==> src/rtl/msg_loader_pkg.sv <==
// Shared types and constants for the button-driven message loader.
package msg_loader_pkg;

  localparam int MSG_DEPTH = 16;
  localparam int CHAR_W    = 4;
  localparam int PTR_W     = $clog2(MSG_DEPTH);

  typedef enum logic {ST_FULL, ST_EDIT} state_t;

  function automatic logic [CHAR_W-1:0] init_char(input int i);
    return i[CHAR_W-1:0];
  endfunction

endpackage

==> src/rtl/msg_loader_btn_conditioner.sv <==
// Raw button -> 2-flop sync -> optional debounce (MSG_LOADER_DEBOUNCE_EN) -> level + rising-edge pulse.
// Pulse is registered, so it arrives one cycle after the filtered level rises.
module btn_conditioner #(
  parameter int DEBOUNCE_CYCLES = 100000
) (
  input  logic clk_out,
  input  logic reset_use,
  input  logic raw,
  output logic level,
  output logic pulse
);

  localparam int CNT_W = $clog2(DEBOUNCE_CYCLES + 1);

  logic sync1_q, sync2_q;
  logic filt;
  logic filt_dly_q;
  logic pulse_q;

  always_ff @(posedge clk_out or posedge reset_use) begin
    if (reset_use) begin
      sync1_q <= 1'b0;
      sync2_q <= 1'b0;
    end else begin
      sync1_q <= raw;
      sync2_q <= sync1_q;
    end
  end

`ifdef MSG_LOADER_DEBOUNCE_EN
  localparam logic [CNT_W-1:0] CNT_LAST = CNT_W'(DEBOUNCE_CYCLES - 1);

  logic [CNT_W-1:0] cnt_q, cnt_d;
  logic             level_q, level_d;

  // Any cycle where the input agrees with the filtered level restarts the count.
  always_comb begin
    level_d = level_q;
    cnt_d   = '0;
    if (sync2_q != level_q) begin
      if (cnt_q >= CNT_LAST) begin
        level_d = sync2_q;
      end else begin
        cnt_d = cnt_q + 1'b1;
      end
    end
  end

  always_ff @(posedge clk_out or posedge reset_use) begin
    if (reset_use) begin
      cnt_q   <= '0;
      level_q <= 1'b0;
    end else begin
      cnt_q   <= cnt_d;
      level_q <= level_d;
    end
  end

  assign filt = level_q;
`else
  logic [CNT_W-1:0] unused_cnt_cfg;
  assign unused_cnt_cfg = CNT_W'(DEBOUNCE_CYCLES);
  assign filt           = sync2_q;
`endif

  always_ff @(posedge clk_out or posedge reset_use) begin
    if (reset_use) begin
      filt_dly_q <= 1'b0;
      pulse_q    <= 1'b0;
    end else begin
      filt_dly_q <= filt;
      pulse_q    <= filt & ~filt_dly_q;
    end
  end

  assign level = filt;
  assign pulse = pulse_q;

endmodule

==> src/rtl/msg_loader.sv <==
// Button-driven writer for the 16x4 display message store; debounce enabled by MSG_LOADER_DEBOUNCE_EN.
// Memory resets to the identity message 0..F; read port is combinational.
module msg_loader
  import msg_loader_pkg::*;
#(
  parameter int DEBOUNCE_CYCLES = 100000
) (
  input  logic              clk_out,
  input  logic              reset_use,
  input  logic              btn_inc,
  input  logic              btn_store,
  input  logic              btn_clear,
  input  logic [PTR_W-1:0]  rd_addr,
  output logic [CHAR_W-1:0] rd_data,
  output logic [CHAR_W-1:0] edit_char,
  output logic [PTR_W-1:0]  wr_ptr,
  output logic              msg_valid
);

  localparam logic [PTR_W-1:0] LAST_SLOT = PTR_W'(MSG_DEPTH - 1);

  logic inc_lvl, store_lvl, clear_lvl;
  logic inc_pls, store_pls, clear_pls;

  btn_conditioner #(.DEBOUNCE_CYCLES(DEBOUNCE_CYCLES)) u_inc (
    .clk_out(clk_out), .reset_use(reset_use), .raw(btn_inc), .level(inc_lvl), .pulse(inc_pls)
  );
  btn_conditioner #(.DEBOUNCE_CYCLES(DEBOUNCE_CYCLES)) u_store (
    .clk_out(clk_out), .reset_use(reset_use), .raw(btn_store), .level(store_lvl), .pulse(store_pls)
  );
  btn_conditioner #(.DEBOUNCE_CYCLES(DEBOUNCE_CYCLES)) u_clear (
    .clk_out(clk_out), .reset_use(reset_use), .raw(btn_clear), .level(clear_lvl), .pulse(clear_pls)
  );

  logic unused_levels;
  assign unused_levels = inc_lvl ^ store_lvl ^ clear_lvl;

  state_t              state_q, state_d;
  logic [PTR_W-1:0]    wr_ptr_q, wr_ptr_d;
  logic [CHAR_W-1:0]   edit_char_q, edit_char_d;
  logic                msg_valid_q;
  logic                we;
  logic [CHAR_W-1:0]   mem_q [MSG_DEPTH];

  // Priority clear > store > inc; losers in the same cycle are dropped.
  always_comb begin
    state_d     = state_q;
    wr_ptr_d    = wr_ptr_q;
    edit_char_d = edit_char_q;
    we          = 1'b0;
    case (state_q)
      ST_FULL: begin
        if (clear_pls) begin
          wr_ptr_d    = '0;
          edit_char_d = '0;
          state_d     = ST_EDIT;
        end
      end
      ST_EDIT: begin
        if (clear_pls) begin
          wr_ptr_d    = '0;
          edit_char_d = '0;
        end else if (store_pls) begin
          we       = 1'b1;
          wr_ptr_d = wr_ptr_q + 1'b1;
          if (wr_ptr_q == LAST_SLOT) begin
            state_d = ST_FULL;
          end
        end else if (inc_pls) begin
          edit_char_d = edit_char_q + 1'b1;
        end
      end
      default: state_d = ST_FULL;
    endcase
  end

  always_ff @(posedge clk_out or posedge reset_use) begin
    if (reset_use) begin
      state_q     <= ST_FULL;
      wr_ptr_q    <= '0;
      edit_char_q <= '0;
      msg_valid_q <= 1'b1;
    end else begin
      state_q     <= state_d;
      wr_ptr_q    <= wr_ptr_d;
      edit_char_q <= edit_char_d;
      msg_valid_q <= (state_d == ST_FULL);
    end
  end

  always_ff @(posedge clk_out or posedge reset_use) begin
    if (reset_use) begin
      for (int i = 0; i < MSG_DEPTH; i++) begin
        mem_q[i] <= init_char(i);
      end
    end else if (we) begin
      mem_q[wr_ptr_q] <= edit_char_q;
    end
  end

  assign rd_data   = mem_q[rd_addr];
  assign edit_char = edit_char_q;
  assign wr_ptr    = wr_ptr_q;
  assign msg_valid = msg_valid_q;

endmodule
==> config.mk <==
export PLATFORM = sky130hd
export DESIGN_NAME = msg_loader
export DESIGN_NICKNAME = d
export VERILOG_FILES = /design/src/rtl/msg_loader_pkg.sv /design/src/rtl/msg_loader_btn_conditioner.sv /design/src/rtl/msg_loader.sv
export SDC_FILE = /design/constraint.sdc
export NUM_CORES = 1
export LEC_CHECK = 0
export BUFFER_PORTS_ARGS = -buffer_cell sky130_fd_sc_hd__buf_4
export CORE_UTILIZATION = 40
export DETAILED_ROUTE_END_ITERATION = 10
export PLACE_DENSITY_LB_ADDON = 0.08
export SYNTH_ARGS = -nofsm -noshare
export SYNTH_HDL_FRONTEND = slang
export SYNTH_SLANG_ARGS = --single-unit
==> constraint.sdc <==
create_clock -name clk_out -period 3.84 [get_ports clk_out]
set_input_delay 0.768 -clock clk_out [delete_from_list [all_inputs] [get_ports clk_out]]
set_output_delay 0.768 -clock clk_out [all_outputs]
set_load 0.03 [all_outputs]
==> results of run 1 <==
## synthesized netlist by cell type
cell type | instances | area [sq um]
mux4_2 | 16 | 360.4
mux2_4 | 4 | 60.06
buf_6 | 4 | 45.04
nand2b_1 | 2 | 12.51
o21ai_0 | 2 | 10.01
dfstp_2 | 33 | 867.1
buf_2 | 5 | 25.02
xor2_1 | 3 | 26.28
o22ai_1 | 1 | 6.260
xnor2_1 | 1 | 8.760
mux2i_1 | 1 | 10.01
nor2_1 | 18 | 67.56
nand4b_1 | 1 | 8.760
clkbuf_8 | 1 | 13.76
nor2b_1 | 5 | 31.28
a22oi_1 | 4 | 30.03
mux2_2 | 60 | 675.7
inv_1 | 4 | 15.01
or3_1 | 2 | 12.51
nand4b_4 | 4 | 95.09
nand3b_1 | 1 | 7.510
nand3_1 | 12 | 60.06
buf_1 | 1 | 3.750
ha_1 | 5 | 62.56
dfrtp_1 | 53 | 1326
nand2_1 | 7 | 26.28
a21oi_1 | 3 | 15.01
or3_4 | 4 | 45.04
clkbuf_1 | 3 | 11.26
## layout make-up
type	instances	area, sq um
multi-input cells	156	1632
inverters	4	16.27
flip-flops and latches	86	2193
well taps	129	161.4
clock inverters	5	60.06
clock buffers	11	131.4
fillers	872	5005
repair buffers	23	172.7
## sequential cells by signal (all words and copies together), names as in the netlist
register,count
u_inc.filt_dly_q,1
u_store.pulse,1
u_clear.pulse,1
state_q,1
edit_char,4
u_clear.sync1_q,1
u_inc.pulse,1
msg_valid,1
mem_q,64
u_store.filt_dly_q,1
u_inc.sync1_q,1
wr_ptr,4
u_inc.level,1
u_store.sync1_q,1
u_clear.filt_dly_q,1
u_store.level,1
u_clear.level,1
## layer usage
layer	share of wire	vias to the layer above
met5	0	-
met4	0.023	0
met3	0.029	14
met2	0.47	33
met1	0.47	1150
li1	-	979
## worst min path at each step
stage | cells past startpoint | slack, ps | start | to
after floorplan | 0 | 330 | u_clear.sync1_q | u_clear.level
after global placement | 0 | 330 | u_store.sync1_q | u_store.level
after detailed placement | 0 | 340 | u_store.sync1_q | u_store.level
after CTS | 0 | 360 | u_store.sync1_q | u_store.level
after global routing | 0 | 360 | u_store.sync1_q | u_store.level
final | 0 | 350 | u_store.sync1_q | u_store.level
## worst max-delay path: stages
cell and delay (ps):
buf_4 290, mux4_2 550, a22oi_1 180, nand3_1 140
buf_4 190
## per-stage QoR
step	power (W)	worst slack (ps)	hold WS, ps
CTS	0.001896	903.5	357.1
detailed placement	0.001258	909.5	336.3
floorplan	0.001183	904.8	331.2
global placement	0.001258	937.4	332.7
global route	0.001959	829.6	362.5
finish	0.001869	935.0	352.8
## power breakdown
group          switching (W)  total [W]  internal, W  leakage (nW)
logic               0.000103   0.000204     0.000101         0.874
clock network       0.000328   0.000631     0.000302        0.0935
registers          0.0000709    0.00103     0.000964          1.05
total               0.000503    0.00187      0.00137          2.01
## cell families after synthesis
| family | after synthesis |
|---|---|
| DFF | 86 |
| muxes | 81 |
| and+or+nand+nor | 56 |
| buffers and inverters | 18 |
| AOI/OAI and AO/OA | 10 |
| adders and majority gates | 5 |
| xor gates and xnor gates | 4 |
==> metrics.md, run 1 <==
| Metric | Value |
|---|---|
| Total Nets Final | just under 300 |
| TNS Setup | 0 ps |
| Number of H-tree levels | 3 |
| Synth Net Count | ~270 |
| DR vias | between 2000 and 2500 |
| Clk_lat worst skew | ~360 ps |
| Min-Delay Path Class | flip-flop to flip-flop |
| Tot GR Track Use | 0.1783 |
| Rows | 35 |
| Most frequent cells in the layout | 60 x mux2_2, 53 x dfrtp_1, 33 x dfstp_2 |
| Layer with the highest usage | met2 |
| Number of synthesized register bits | 86 |
| CTS max path bufs | 2 |
| Post-DP HPWL | 5.332 mm |
| Post-CTS Setup Bufs | 0 |
| CP max FO | 16 |
| Root buffer cell | clkbuf_8 |
| Vias in the first global route | between 2000 and 2500 |
| Status | finished, final reports clean |
| Area of the mapped netlist | roughly 0.0039 sq mm |
| Clk slew on worst S/H paths | 80 ps |
| Core ar. | between 0.009 and 0.01 sq mm |
| Post-route non-filler standard cell count | 414 |
| Register area share after synthesis | 0.5569 |
| Synth warn | 0 |
| Chip height | 101.2 microns |
| Worst setup path end | rd_data[0] |
| Final hold viol count | 0 |
| # placed instances | 398 |
| Buffers on Ports | 21 |
| CTS tree | done |
| Pleak | about 2.0 nW |
| Largest family of logic cells by synthesized area | multiplexers |
| Fin crit share | 0.7565 |
| Placed Area | roughly 0.0042 sq mm |
| Final max-slew violation count | 0 |
| Layout cells sized above 1 | 0.5579 |
| GRT overflow | 0 |
| Antenna-violating nets left | 0 |
| Horiz. Die Dim | between 100 and 150 microns |
| TritonCTS buffer count | 9 |
| Post-cts hold buffer count | 0 |
| Commonest non-fill, non-tap cell in the layout | mux2_2 |
| Grt met1 use | 0.2486 |
| CTS resizes | 0 |
| Least-Margin Pin Slew | ~830 ps |
| Max-Cap Viols | 0 |
| Initial antenna violation count | 0 |
| Final instance area | 0.004367 sq mm |
| Tmin final | 2905 ps |
| Fin util | 0.4660 |
| Setup crit start | rd_addr[0] |
| Worst Reg-to-Reg Cells | 5 |
| I/O pin count | 22 |
| Worst setup EP type | output pin |
| Post-Synth XOR/XNOR Area | 0.008895 |
| GPL Wtd Cong | about 0.73 |
| Setup CP Type | input port to output pin |
| Distinct cell type count after synthesis | 29 |
| Sink Count | 86 |
| Endpoints failing setup | 0 |
| Pin count of the biggest net entering global routing | 48 |
| DR vias/cell | 5.256 |
| Max Clock Freq | roughly 340 MHz |
| Clk_skew | roughly 13 ps |
| Area growth, synth to finish | 10.86% |
| Met3 Use GR | 0.04486 |
| Synth Area in Compound Gates | 0.01557 |
| Global-route track usage on met2 | 0.2648 |
| Slew margin rel. | 0.4446 |
| PD cells | approximately 430 mW/mm^2 |
| Arrival @ worst endpoint | around 2100 ps |
| Startpoint types | input port |
| Die area | ~0.010 sq mm |
| R2R Path End | mem_q[36] |
| RSZ-0062 raised after global routing | no |
| Initial DRC count | 80 |
| Worst EP required | roughly 3100 ps |
| R2R setup slack | 2030 ps |
| Adder-Cell Fraction of Synth Area | 0.01588 |
| Post-synthesis simple-gate area fraction | 0.09307 |
| Initial Util | 0.4203 |
| Post-synthesis mux area share | 0.2808 |
| Total iterations of the first detailed-routing run | 6 |
| Worst r2r src | wr_ptr[0] |
| Synth Instances | 260 |
| Ant diodes | 0 |
| Mean Syn Cell Area | between 15 and 20 sq um |
| Worst VDD drop | between 200 and 250 uV |
| Global-route wire length before repair | ~13 mm |
| Wire per inst | 19.25 microns |
| DRC Markers | 0 |
| Routed wire length | roughly 8 mm |
(Power assumes the default switching activity.)
==> inputs of run 2 (changes only) <==
==> constraint.sdc (replaced) <==
create_clock -name clk_out -period 2.7 [get_ports clk_out]
set_input_delay 0.54 -clock clk_out [delete_from_list [all_inputs] [get_ports clk_out]]
set_output_delay 0.54 -clock clk_out [all_outputs]
set_load 0.03 [all_outputs]
==> metrics.md, run 2 (synthesized netlist as in run 1, its figures left out) <==
| Metric | Value |
|---|---|
| Clk_skew | between 8 and 9 ps |
| Post-DP HPWL | between 5 and 6 mm |
| Worst EP required | approximately 2200 ps |
| CTS tree | done |
| CP max FO | 9 |
| Fin crit share | 0.8881 |
| P_int | approximately 0.0021 W |
| Buffers on Ports | 21 |
| Status | finished, final reports clean |
| CTS resizes | 0 |
| Endpoints failing setup | 0 |
| Min-Delay Path Class | input port to async pin |
| DRC Markers | 0 |
| Root buffer cell | clkbuf_8 |
| Number of flip-flops in the largest register | 64 |
| TNS Setup | 0 ps |
| Comb power frac | 0.106 |
| Global-route wire length before repair | ~13 mm |
| Total iterations of the first detailed-routing run | 4 |
| Worst setup EP type | output pin |
| Worst r2r src | wr_ptr[0] |
| Post-CTS Setup Bufs | 0 |
| Vias in the first global route | 2258 |
| Horiz. Die Dim | between 100 and 150 microns |
| Rows | 35 |
| TritonCTS buffer count | 9 |
| Final max-slew violation count | 0 |
| Final instance area | 0.004468 sq mm |
| Tmin final | between 2000 and 2500 ps |
| Area growth, synth to finish | 13.44% |
| DR vias/cell | about 5.2 |
| Total Nets Final | a little under 300 |
| Final hold viol count | 0 |
| Clock power frac | 0.378 |
| Sw frac | 0.2498 |
| Startpoint types | input port |
| Initial DRC count | around 90 |
| Die area | 0.01025 sq mm |
| Initial Util | 0.4203 |
| CTS max path bufs | 2 |
| Antenna-violating nets left | 0 |
| Sw Pwr | 0.0007072 W |
| Number of H-tree levels | 3 |
| Placed Area | between 0.004 and 0.005 sq mm |
| GPL Wtd Cong | 0.7629 |
| Core ar. | 0.009371 sq mm |
| Fin util | 0.4768 |
| Worst Reg-to-Reg Cells | 5 |
| Sink Count | 86 |
| Largest Register | mem_q |
| Post-route non-filler standard cell count | about 420 |
| Max-Cap Viols | 0 |
| Clk_lat worst skew | 350 ps |
| Layout cells sized above 1 | 0.5660 |
| Tot GR Track Use | 0.1775 |
| Post-cts hold buffer count | 0 |
| Pleak | 2.058 nW |
| RSZ-0062 raised after global routing | no |
| PD cells | approximately 630 mW/mm^2 |
| Ant diodes | 0 |
| GRT overflow | 0 |
| Final WS setup | 302.1 ps |
| Setup CP Type | input port to output pin |
| Pin count of the biggest net entering global routing | 39 |
| Pre-CTS setup slack | ~300 ps |
| Chip height | 101.2 microns |
| Clk slew on worst S/H paths | approximately 80 ps |
| Most frequent cells in the layout | 60 x mux2_2, 53 x dfrtp_1, 33 x dfstp_2 |
| DR vias | approximately 2200 |
| Initial antenna violation count | 0 |
| Max Clock Freq | approximately 420 MHz |
| Arrival @ worst endpoint | roughly 1900 ps |
| Slew margin rel. | 0.4663 |
| Worst VDD drop | between 300 and 400 uV |
| Commonest non-fill, non-tap cell in the layout | mux2_2 |
| # placed instances | approximately 400 |
| Wire per inst | between 15 and 20 microns |
| I/O pin count | 22 |
| Routed wire length | a little over 8 mm |
| Flop pwr share | 0.517 |
| Setup crit start | rd_addr[0] |
| Least-Margin Pin Slew | roughly 800 ps |
| FILL cells | 854 |
## run 2: cell types whose count changed in the layout (fill, tap and decap cells not counted)
| cell | before | now |
|---|---|---|
| clkbuf_1 | 2 | 1 |
| clkinv_2 | 2 | 0 |
| clkbuf_16 | 0 | 1 |
| clkinvlp_4 | 1 | 2 |
| clkinv_4 | 2 | 1 |
| buf_12 | 0 | 2 |
| buf_4 | 23 | 24 |
| clkbuf_8 | 9 | 10 |
| bufinv_16 | 1 | 2 |
## run 2: layout make-up
type                       instances  area, sq um  area share
sequential                        86         2193      0.4909
timing repair buffer              26        220.2     0.04929
tap                              129        161.4     0.03612
multi-input combinational        156         1632      0.3652
clock inverter                     4        76.32     0.01708
inverter                           4        18.77    0.004200
clock buffer                      12        166.4     0.03724
## run 2: power groups by stage
stage / registers [W] / logic [W] / clock network [W]
floorplan: 0.00146 / 0.000226 / 0
detailed placement: 0.00149 / 0.000304 / 0
global route: 0.00147 / 0.000328 / 0.00114
CTS: 0.00146 / 0.000305 / 0.00110
finish: 0.00146 / 0.000299 / 0.00107
global placement: 0.00149 / 0.000303 / 0
## run 2: worst paths after layout
kind | to | slack, ps
setup / recovery | rd_data[2] | 300
hold / removal | u_store.level | 220
setup reg to reg | mem_q[4] | 890
hold reg to reg | u_store.level | 360
max in group asynchronous | mem_q[11] | 1770
min in group clk_out | u_inc.sync1_q | 290
## run 2: per-stage QoR
step           hold slack (ps)  power [W]
2_1_floorplan            331.2   0.001683
3_3_place_gp             336.9   0.001790
3_5_place_dp             340.5   0.001789
4_1_cts                  226.9   0.002863
5_1_grt                  248.4   0.002945
6_report                 223.2   0.002831
## run 2: critical path, stage by stage
cell and delay [ps]:
buf_4 220, buf_12 180, mux4_2 500, nand3_1 100, nand3_1 110, buf_4 190
## run 2: metal layers
metal | global-route usage | share of wire | up-vias
met2 | 0.2789 | 0.49 | 25
met1 | 0.2422 | 0.48 | 1151
li1 | - | - | 986
met5 | 0 | 0 | -
met4 | 0.06577 | 0.017 | 0
met3 | 0.04003 | 0.020 | 9
